<file path="config.mk">
export PLATFORM = sky130hd
export DESIGN_NAME = spike_rate_decoder_flat
export DESIGN_NICKNAME = d
export VERILOG_FILES = /design/src/rtl/spike_rate_decoder_if.sv /design/src/rtl/spike_rate_decoder.sv /design/src/flat_wrapper.sv
export SDC_FILE = /design/constraint.sdc
export NUM_CORES = 1
export LEC_CHECK = 0
export CAP_MARGIN = 5
export CORE_AREA = 2 2 70 122
export CTS_CLUSTER_SIZE = 20
export DETAILED_ROUTE_END_ITERATION = 8
export DIE_AREA = 0 0 72 124
export PLACE_DENSITY = 0.7
export SYNTH_ARGS = -nofsm -noshare
export SYNTH_HDL_FRONTEND = slang
export SYNTH_SLANG_ARGS = --single-unit
</file>
<file path="constraint.sdc">
create_clock -name clk -period 3.85 [get_ports clk]
set_input_delay 0.385 -clock clk [delete_from_list [all_inputs] [get_ports clk]]
set_output_delay 0.385 -clock clk [all_outputs]
set_load 0.01 [all_outputs]
</file>
<file path="src/rtl/spike_rate_decoder_if.sv">
// Result handshake bundle of the spike rate decoder: packed per-channel
// counts with a valid/ready pair.
interface spike_rate_decoder_if #(
  parameter int unsigned NUM_CH = 3,
  parameter int unsigned CNT_W  = 8
);
  logic [NUM_CH*CNT_W-1:0] rate_out;
  logic                    rate_valid;
  logic                    rate_ready;

  modport master (output rate_out, output rate_valid, input rate_ready);
  modport slave  (input rate_out, input rate_valid, output rate_ready);
endinterface

</file>
<file path="src/rtl/spike_rate_decoder.sv">
// Per-channel spike rate decoder over a programmable window of enabled cycles.
// Define SPIKE_RATE_DECODER_SAT_EN for saturating counts (default wraps).
module spike_rate_decoder #(
  parameter int unsigned NUM_CH = 3,
  parameter int unsigned CNT_W  = 8,
  parameter int unsigned WIN_W  = 8
) (
  input  logic              clk,
  input  logic              reset,
  input  logic              enable,
  input  logic [NUM_CH-1:0] spike_in,
  input  logic [WIN_W-1:0]  window_len,
  output logic              overrun,
  spike_rate_decoder_if.master rate_if
);

  typedef enum logic {ST_START, ST_COUNT} state_t;

  state_t                  state_q, state_d;
  logic [WIN_W-1:0]        remaining_q, remaining_d;
  logic [NUM_CH*CNT_W-1:0] count_q, count_d;
  logic [NUM_CH*CNT_W-1:0] rate_q, rate_d;
  logic                    valid_q, valid_d;
  logic                    overrun_q, overrun_d;
  logic                    win_end;
  logic                    load;

  function automatic logic [CNT_W-1:0] add_spike(input logic [CNT_W-1:0] c,
                                                 input logic s);
`ifdef SPIKE_RATE_DECODER_SAT_EN
    if (s && (c == '1)) return c;
    return c + CNT_W'(s);
`else
    return c + CNT_W'(s);
`endif
  endfunction

  // remaining holds the cycles still to come after the current one; the
  // window closes on the COUNT cycle that takes it from 1 to 0, giving L cycles.
  always_comb begin
    state_d     = state_q;
    remaining_d = remaining_q;
    count_d     = count_q;
    win_end     = 1'b0;
    if (enable) begin
      for (int unsigned i = 0; i < NUM_CH; i++) begin
        count_d[i*CNT_W +: CNT_W] = add_spike(
          (state_q == ST_START) ? '0 : count_q[i*CNT_W +: CNT_W], spike_in[i]);
      end
      case (state_q)
        ST_START: begin
          remaining_d = window_len - WIN_W'(1);
          if (window_len == WIN_W'(1)) win_end = 1'b1;
          else                         state_d = ST_COUNT;
        end
        ST_COUNT: begin
          remaining_d = remaining_q - WIN_W'(1);
          if (remaining_q == WIN_W'(1)) begin
            win_end = 1'b1;
            state_d = ST_START;
          end
        end
        default: state_d = ST_START;
      endcase
    end
  end

  always_comb begin
    load      = win_end && (!valid_q || rate_if.rate_ready);
    rate_d    = load ? count_d : rate_q;
    valid_d   = valid_q;
    if (load)                              valid_d = 1'b1;
    else if (valid_q && rate_if.rate_ready) valid_d = 1'b0;
    overrun_d = overrun_q | (win_end & ~load);
  end

  always_ff @(posedge clk or posedge reset) begin
    if (reset) begin
      state_q     <= ST_START;
      remaining_q <= '0;
      count_q     <= '0;
      rate_q      <= '0;
      valid_q     <= 1'b0;
      overrun_q   <= 1'b0;
    end else begin
      state_q     <= state_d;
      remaining_q <= remaining_d;
      count_q     <= count_d;
      rate_q      <= rate_d;
      valid_q     <= valid_d;
      overrun_q   <= overrun_d;
    end
  end

  assign rate_if.rate_out   = rate_q;
  assign rate_if.rate_valid = valid_q;
  assign overrun            = overrun_q;

endmodule
</file>
<file path="src/flat_wrapper.sv">
// flat-port wrapper written by rule: the top's interface ports become plain ports
module spike_rate_decoder_flat 
#(
  parameter int unsigned NUM_CH = 3,
  parameter int unsigned CNT_W  = 8,
  parameter int unsigned WIN_W  = 8
)
  (clk, reset, enable, spike_in, window_len, overrun, rate_if_rate_out, rate_if_rate_valid, rate_if_rate_ready);
  spike_rate_decoder_if #(.NUM_CH(NUM_CH), .CNT_W(CNT_W)) rate_if_i ();
  input  logic clk;
  input  logic reset;
  input  logic enable;
  input  logic [NUM_CH-1:0] spike_in;
  input  logic [WIN_W-1:0] window_len;
  output logic overrun;
  output wire logic [$bits(rate_if_i.rate_out)-1:0] rate_if_rate_out;
  output wire logic [$bits(rate_if_i.rate_valid)-1:0] rate_if_rate_valid;
  input wire logic [$bits(rate_if_i.rate_ready)-1:0] rate_if_rate_ready;
  assign rate_if_rate_out = rate_if_i.rate_out;
  assign rate_if_rate_valid = rate_if_i.rate_valid;
  assign rate_if_i.rate_ready = rate_if_rate_ready;
  spike_rate_decoder #(.NUM_CH(NUM_CH), .CNT_W(CNT_W), .WIN_W(WIN_W)) u_core (.clk(clk), .reset(reset), .enable(enable), .spike_in(spike_in), .window_len(window_len), .overrun(overrun), .rate_if(rate_if_i));
endmodule
</file>
* Word level (Yosys, flattened, before mapping) *
Index checks and enable logic that the tools add are counted.
W data, S select, Z words.

operators by class
  $lt $le $gt $ge = 0
  add/sub/neg operators = 5
  shift-type cells = 0
  multiply operators = 0
  divide/modulo/power cells = 0
  equality and inequality tests = 2
  multiplexer cells = 14
  bitwise gates (word level) = 4
  reduce and logical (&&, ||, !) cells = 5

operators by type and width
  kind                   number
  $add A8 B1 Y8          3
  $mux W24               1
  $mux W8                3
  $eq A8 B1 Y1 const B   2
  $pmux W8 S2            1
  $sub A8 B1 Y8 const B  2
  $mux W1                7
  $pmux W1 S2            2
  $logic_and A1 B1 Y1    2
  $not A1 Y1             2
  $reduce_bool A2 Y1     1
  $and A1 B1 Y1          1
  $logic_not A1 Y1       1
  $logic_or A1 B1 Y1     1
  $or A1 B1 Y1           1

word-level totals
  memory bits (read-only) = 0
  flip-flop bits (word level) = 59
  bits in latches = 0
  output and inout bits = 26
  memories = 0
  input bits = 15
  RAM bits = 0

* Longest topological paths before layout *
Gate-level depths: netlist of run 1.

  word-level depth = 8
  mapped depth = 9

* Worst setup path before layout of run 1 *
Ideal clock, no wire load.

  path type = reg-to-reg
  from = register u_core.state_q
  to = register u_core.rate_q[14], in the netlist u_core.rate_if.rate_out[14]
  library setup time = 125 ps
  buffers on the path = 2
  data required time = 3725 ps
  setup slack = 1693 ps
  arrival = 2032 ps
  clock period less this slack = 2157 ps
  cell stages (with the launch flop) = 10
  cell sequence = dfrtp_1 > buf_2 > clkbuf_1 > and2_1 > ha_1 > ha_1 > inv_1 > o211a_2 > a211o_1 > mux2_4

on the way
  elaborated cells between the ends (all ways) = 7
  those cells by class = 1 x add/sub; 4 x mux; 1 x bitwise; 1 x reduce/logical

RTL lines
  what                    RTL line                  source
  start, declared         spike_rate_decoder.sv:19  state_t state_q, state_d;
  start signal, assigned  spike_rate_decoder.sv:86  state_q <= state_d;
  $mux W8                 spike_rate_decoder.sv:48  (state_q == ST_START) ? '0 : count_q[i*CNT_W +: CNT_W], spike_in[i]);
  $add A8 B1 Y8           spike_rate_decoder.sv:34  return c + CNT_W'(s);
  $mux W24                spike_rate_decoder.sv:45  if (enable) begin
  via u_core.count_d[14]  spike_rate_decoder.sv:21  logic [NUM_CH*CNT_W-1:0] count_q, count_d;
  end signal, assigned    spike_rate_decoder.sv:89  rate_q <= rate_d;
  end, declared           spike_rate_decoder.sv:22  logic [NUM_CH*CNT_W-1:0] rate_q, rate_d;

The timed path passes the listed nets, and every way through them passes these cells.
A chain may end at the register's enable or synchronous reset.

* Final worst setup path of run 1 *
  from = input port window_len[0]
  to = register u_core.rate_q[0], in the netlist u_core.rate_if.rate_out[0]

on the way
  word-level cells in the longest chain between the ends = 5

ends and longest elaborated chain
  what                 RTL line                  source
  start, declared      flat_wrapper.sv:14        input logic [WIN_W-1:0] window_len;
  $eq A8 B1 Y1         spike_rate_decoder.sv:53  if (window_len == WIN_W'(1)) win_end = 1'b1;
  $mux W1              spike_rate_decoder.sv:53
  $pmux W1 S2          spike_rate_decoder.sv:50  case (state_q)
  $mux W1              spike_rate_decoder.sv:45
  $logic_and A1 B1 Y1  spike_rate_decoder.sv:69  load = win_end && (!valid_q || rate_if.rate_ready);

Every way passes these cells.

==> results of run 1 <==
where the power goes:
part,internal (uW),switching (uW)
clock network,465,267
logic,592,468
registers,874,208
placed cells by master (no fill, tap or decap), types with 6 or more instances in the layout:
master           netlist  final
nand2_1               20     20
nand3_1               16     16
ha_1                  12     12
nor4_1                 6      6
o21ai_0                8      8
mux2_4                20     20
mux2_1                 9      9
inv_1                  9      8
nor2b_1                6      6
clkbuf_16              0      9
mux2i_1                8      8
a21oi_1                8      8
xor2_1                 6      6
clkdlybuf4s50_1        0     40
dfrtp_1               59     59
nor2_1                 6      6
state kept, by name (all words and copies together) (netlist names):
signal                     count
u_core.count_q                24
u_core.overrun                 1
u_core.rate_if.rate_out       24
u_core.rate_if.rate_valid      1
u_core.remaining_q             8
u_core.state_q                 1
path summary, 6_finish.rpt:
path                                             from  cells after the start  slack (ps)                          to
worst max-delay path                    window_len[0]                      7        1280  u_core.rate_if.rate_out[0]
worst min-delay path                   u_core.overrun                      1         480              u_core.overrun
worst max register to register  u_core.remaining_q[5]                      5        1440  u_core.rate_if.rate_out[0]
worst min register to register         u_core.overrun                      1         480              u_core.overrun
max in group asynchronous                       reset                      3        2490          u_core.count_q[14]
min in group asynchronous                       reset                      2         600  u_core.rate_if.rate_out[0]
metal layers:
layer / track usage (%) / part of all wire [%] / vias to the layer above / wire length (um)
met1: 17.5 / 40 / 1101 / 2530
met4: 8.25 / 3.4 / 0 / 216
met3: 3.64 / 2.8 / 13 / 177
met5: 0 / 0 / - / 0
li1: - / - / 1059 / -
met2: 27.3 / 53 / 35 / 3350
cell type report:
type	instances	area [sq um]
fillers	696	4080
multi-input cells	185	1490
flip-flops and latches	59	1480
repair buffers	44	430
clock buffers	11	253
well taps	90	113
inverters	11	41.3
clock inverters	5	27.5
through the flow:
stage / power, uW / instances / area [sq um]
after CTS: 2910 / 405 / 3830
final: 2870 / 405 / 3830
after global placement: 2130 / 389 / 3550
after floorplan: 1770 / 267 / 3100
after global routing: 3080 / 405 / 3830
after detailed placement: 2160 / 389 / 3550
logic make-up after synthesis:
kind of cell / Yosys count / share of synthesized area (%)
AOI/OAI and AO/OA: 49 / 11.6
muxes: 37 / 15.5
adders and majority gates: 12 / 4.85
DFF: 59 / 47.7
xor gates and xnor gates: 9 / 2.54
buffers and inverters: 23 / 4.20
and+or+nand+nor: 78 / 13.7
worst reg2reg max path, stage by stage (launching register included):
cell     delay (ps)
dfrtp_1         430
nor4_1          420
nand3_1         170
a221o_1         610
buf_4           350
mux2_4          320
==> impl_metrics.yaml, run 1 <==
timing:
  hold_violations: 0
  tightest_slew_ps: 937
  finalCritPeriodShare_pct: 66.8
  setup_viol: 0
  finClkSkew_ps: 4.00
  max_freq_mhz: 389
  setup_ws_ps: 1280
  fin_hold_ws_ps: 477
  max_slew_margin_pct: 37.5
  rsz0062_at_grt: "no"
  fin_tns_setup_ps: 0
  finalMaxSlewViolations: 0
  fin_crit_ps: 2570
place:
  io_buffers: 40
  hpwlAfterDp_um: 4430
  dp_slack_ps: 900
  routabilityCongestion: 0.847
clock_tree:
  clk_pin_slew_ps: 50
  tritoncts: "built"
  clk_latency_ps: 320
  cts_root_buffer: "clkbuf_16"
  htreeDepth: 3
  clock-sinks: 59
  cts_buffer_depth: 2
  cts_made_buffers: 9
  cts_hold_buffers: 0
  ctsResizeCount: 0
  postCtsSetupBuffers: 0
final_layout:
  fin_util_pct: 48.5
  syn2layout_area_growth_pct: 23.7
  drive_above_1_share_pct: 14.9
  final_nets: 337
  n_antenna_cell: 0
synthesis:
  synth_edf_count: 0
  synth_cells: 267
  ys.flop_type: "dfrtp_1"
  synth_common_cells: "59 x dfrtp_1, 20 x mux2_4, 20 x nand2_1"
  avgSynthCellArea_sq_um: 11.6
  synthesis.area_sq_um: 3100
  yosysUniqueCellTypes: 51
  syn_nets: 294
  yosys.cell_count.top_type: "dfrtp_1"
  ys_seq_area_share_pct: 47.7
  synth_top_area_cell: "dfrtp_1"
  ys_seq_elements: 59
  ys.warnings.count: 0
  synthTopCellsByArea: "dfrtp_1 48%, mux2_4 9.7%, ha_1 4.8%, mux2_1 3.3%, mux2i_1 2.6%"
  yosysTopAreaCellShare_pct: 47.7
  synthArstFlopShare_pct: 100
setup_path:
  arrival_ps: 2780
  crit_path_top_delay_cell: "a221o_1"
  crit_family: "buffers and inverters"
  critPathKind: "in -> reg"
  cp_max_fo: 13
  worstSetupEndpointType: "flip-flop"
  worst-path-buf-inv: 2
  slowest_delay_ps: 650
  crit_path_start_kind: "primary input"
  worstPathCellList: "clkdlybuf4s50_1 > ha_1 > nor4bb_1 > nand2_1 > a221o_1 > buf_4 > mux2_4"
  required_ps: 4050
worst_hold_path:
  hp-class: "reg -> reg"
power:
  powerDensity_nw_per_um2: 750
  p_leak_uw: 0.00176
  ir_worst_vdd_v: 0.000340
die:
  design.core.area_sq_um: 7910
  fp.dieW_um: 72
  die-area_sq_um: 8930
  start_util_pct: 39.2
  io_pins: 41
  row_count: 43
  die_y_um: 124
routing:
  wl_um: 6270
  first_iter_violations: 132
  via_per_inst: 5.45
  ant_nets: 0
  first_pass_iters: 4
  vias: 2208
  avgRoutedWirePerCell_um: 15.5
  drcViolationCount: 0
grt:
  antenna_found_initial: 0
  grt_pass1_vias: 2254
  grt_usage_pct: 15.7
  grt_remaining_overflow: 0
  grt_max_degree: 46
  grt_pass1_wl_um: 10600
outcome:
  outcome: "finished, final reports clean"
run:
  max-cap-violations: 0
Note: power is estimated with default switching activity, not from simulation.
==> inputs of run 2 (changes only) <==
--- a/config.mk
+++ b/config.mk
@@ -10,7 +10,7 @@
 export CTS_CLUSTER_SIZE = 20
 export DETAILED_ROUTE_END_ITERATION = 8
 export DIE_AREA = 0 0 72 124
-export PLACE_DENSITY = 0.7
+export PLACE_DENSITY = 0.72
 export SYNTH_ARGS = -nofsm -noshare
 export SYNTH_HDL_FRONTEND = slang
 export SYNTH_SLANG_ARGS = --single-unit
==> constraint.sdc (replaced) <==
create_clock -name clk -period 2.2 [get_ports clk]
set_input_delay 0.22 -clock clk [delete_from_list [all_inputs] [get_ports clk]]
set_output_delay 0.22 -clock clk [all_outputs]
set_load 0.01 [all_outputs]
==> impl_metrics.yaml, run 2 (same netlist as run 1, synthesis figures left out) <==
final_layout:
  multi_input_area_sq_um: 1490
  final_nets: 361
  layout_commonest_cell: "dfrtp_1"
  syn2layout_area_growth_pct: 31.5
  fin_cells: 429
  drive_above_1_share_pct: 20.9
  final_cell_mix: "58 x dfrtp_1, 40 x clkdlybuf4s50_1, 27 x buf_4, 20 x nand2_1, 20 x mux2_4"
  layout.area.seq_sq_um: 1480
  nFillCells: 691
  n_antenna_cell: 0
timing:
  tightest_slew_ps: 507
  finClkSkew_ps: 5.92
  hold_violations: 0
  fin_crit_ps: 2050
  rsz0062_at_grt: "no"
  fin_hold_ws_ps: 158
  max_freq_mhz: 488
  finalMaxSlewViolations: 0
  finalCritPeriodShare_pct: 93.1
  max_slew_margin_pct: 65.8
  setup_viol: 0
grt:
  grt_max_degree: 34
  grt_pass1_vias: 2428
  grt_pass1_wl_um: 11400
  grt_remaining_overflow: 0
  grt_usage_pct: 16.8
  antenna_found_initial: 0
routing:
  wl_um: 6570
  first_pass_iters: 4
  first_iter_violations: 94
  via_per_inst: 5.30
  ant_nets: 0
  avgRoutedWirePerCell_um: 15.3
  vias: 2272
  drcViolationCount: 0
place:
  dpl.cell_count: 413
  hpwlAfterDp_um: 4850
  routabilityCongestion: 0.807
  io_buffers: 40
die:
  io_pins: 41
  start_util_pct: 39.2
  die-area_sq_um: 8930
  die_y_um: 124
  row_count: 43
  design.core.area_sq_um: 7910
  fp.dieW_um: 72
setup_path:
  arrival_ps: 2310
  worstSetupEndpointType: "flip-flop"
  critPathKind: "reg -> reg"
  crit_path_start_kind: "flip-flop"
  cp_max_fo: 9
  required_ps: 2470
clock_tree:
  cts_root_buffer: "clkbuf_16"
  cts_made_buffers: 9
  cts_buffer_depth: 2
  cts_hold_buffers: 0
  clk_pin_slew_ps: 50
  tritoncts: "built"
  postCtsSetupBuffers: 0
  htreeDepth: 3
  clock-sinks: 59
  clk_latency_ps: 330
power:
  combPwrFrac_pct: 36.1
  switching_share_pct: 31.3
  p_int_uw: 3680
  powerDensity_nw_per_um2: 1310
  p_leak_uw: 0.00189
  clkPwrFrac_pct: 28.2
  power_switching_uw: 1670
  ir_worst_vdd_v: 0.000713
  seqPwrFrac_pct: 35.8
outcome:
  outcome: "finished, final reports clean"
run:
  max-cap-violations: 0
worst_hold_path:
  hp-class: "in -> async"
-- run 2: final timing paths --
check / startpoint / end / slack, ps / depth (start not counted)
worst max-delay path: u_core.state_q / u_core.rate_if.rate_out[22] / 150 / 6
worst min-delay path: reset / u_core.rate_if.rate_out[1] / 160 / 2
worst max register to register: u_core.state_q / u_core.rate_if.rate_out[22] / 150 / 6
worst min register to register: u_core.overrun / u_core.overrun / 480 / 1
max in group asynchronous: reset / u_core.remaining_q[3] / 1530 / 3
min in group clk: u_core.overrun / u_core.overrun / 480 / 1
-- run 2: per-layer routing --
layer  global-route usage [%]  wire length, um  up-vias
met5                        0                0        -
met4                     8.84              163        0
met3                     3.24              164       12
met2                     31.0             3660       27
met1                     17.7             2590     1126
li1                         -                -     1107
-- run 2: layout make-up --
| type | instances | share of cell area, % |
|---|---|---|
| Multi-Input combinational cell | 185 | 36.6 |
| Sequential cell | 59 | 36.3 |
| Timing Repair Buffer | 68 | 15.3 |
| Clock buffer | 12 | 6.29 |
| Tap cell | 90 | 2.76 |
| Clock inverter | 4 | 1.78 |
| Inverter | 11 | 1.01 |
-- run 2: power by group through the flow --
stage                     Combinational (uW)  Clock [uW]  Sequential [uW]
after global routing                    2140        1580             1990
final                                   1930        1510             1910
after CTS                               1960        1540             1920
after detailed placement                1950           0             1920
after floorplan                         1180           0             1920
after global placement                  1880           0             1910
-- run 2: repair_timing --
item | in CTS | in global routing
hold endpoints to repair | 0 | 0
endpoints found under the setup margin | 0 | 2
resized for setup | 0 | 1
-- run 2: worst max-delay path, stage by stage (launching register included) --
cell,delay [ps]
dfrtp_2,450
and2_1,180
ha_1,190
nand4_1,190
buf_4,210
o41ai_1,520
mux2_4,240
-- run 2: through the flow --
stage / worst slack (ps) / total power [uW] / TNS, ps / utilization (%) / cell area [sq um]
after global routing: 36.9 / 5720 / 0 / 51.5 / 4080
after global placement: -102 / 3790 / -2340 / 47.4 / 3740
final: 152 / 5350 / 0 / 51.5 / 4080
after detailed placement: -116 / 3860 / -2530 / 47.4 / 3740
after CTS: 42.7 / 5410 / 0 / 51.5 / 4070
after floorplan: 42.9 / 3100 / 0 / - / 3100
==> inputs of run 3 (changes only) <==
--- a/config.mk
+++ b/config.mk
@@ -7,7 +7,6 @@
 export LEC_CHECK = 0
 export CAP_MARGIN = 5
 export CORE_AREA = 2 2 70 122
-export CTS_CLUSTER_SIZE = 20
 export DETAILED_ROUTE_END_ITERATION = 8
 export DIE_AREA = 0 0 72 124
 export PLACE_DENSITY = 0.72
==> results of run 3 <==
No change in the layout: final DEF, timing and power equal those of run 2.
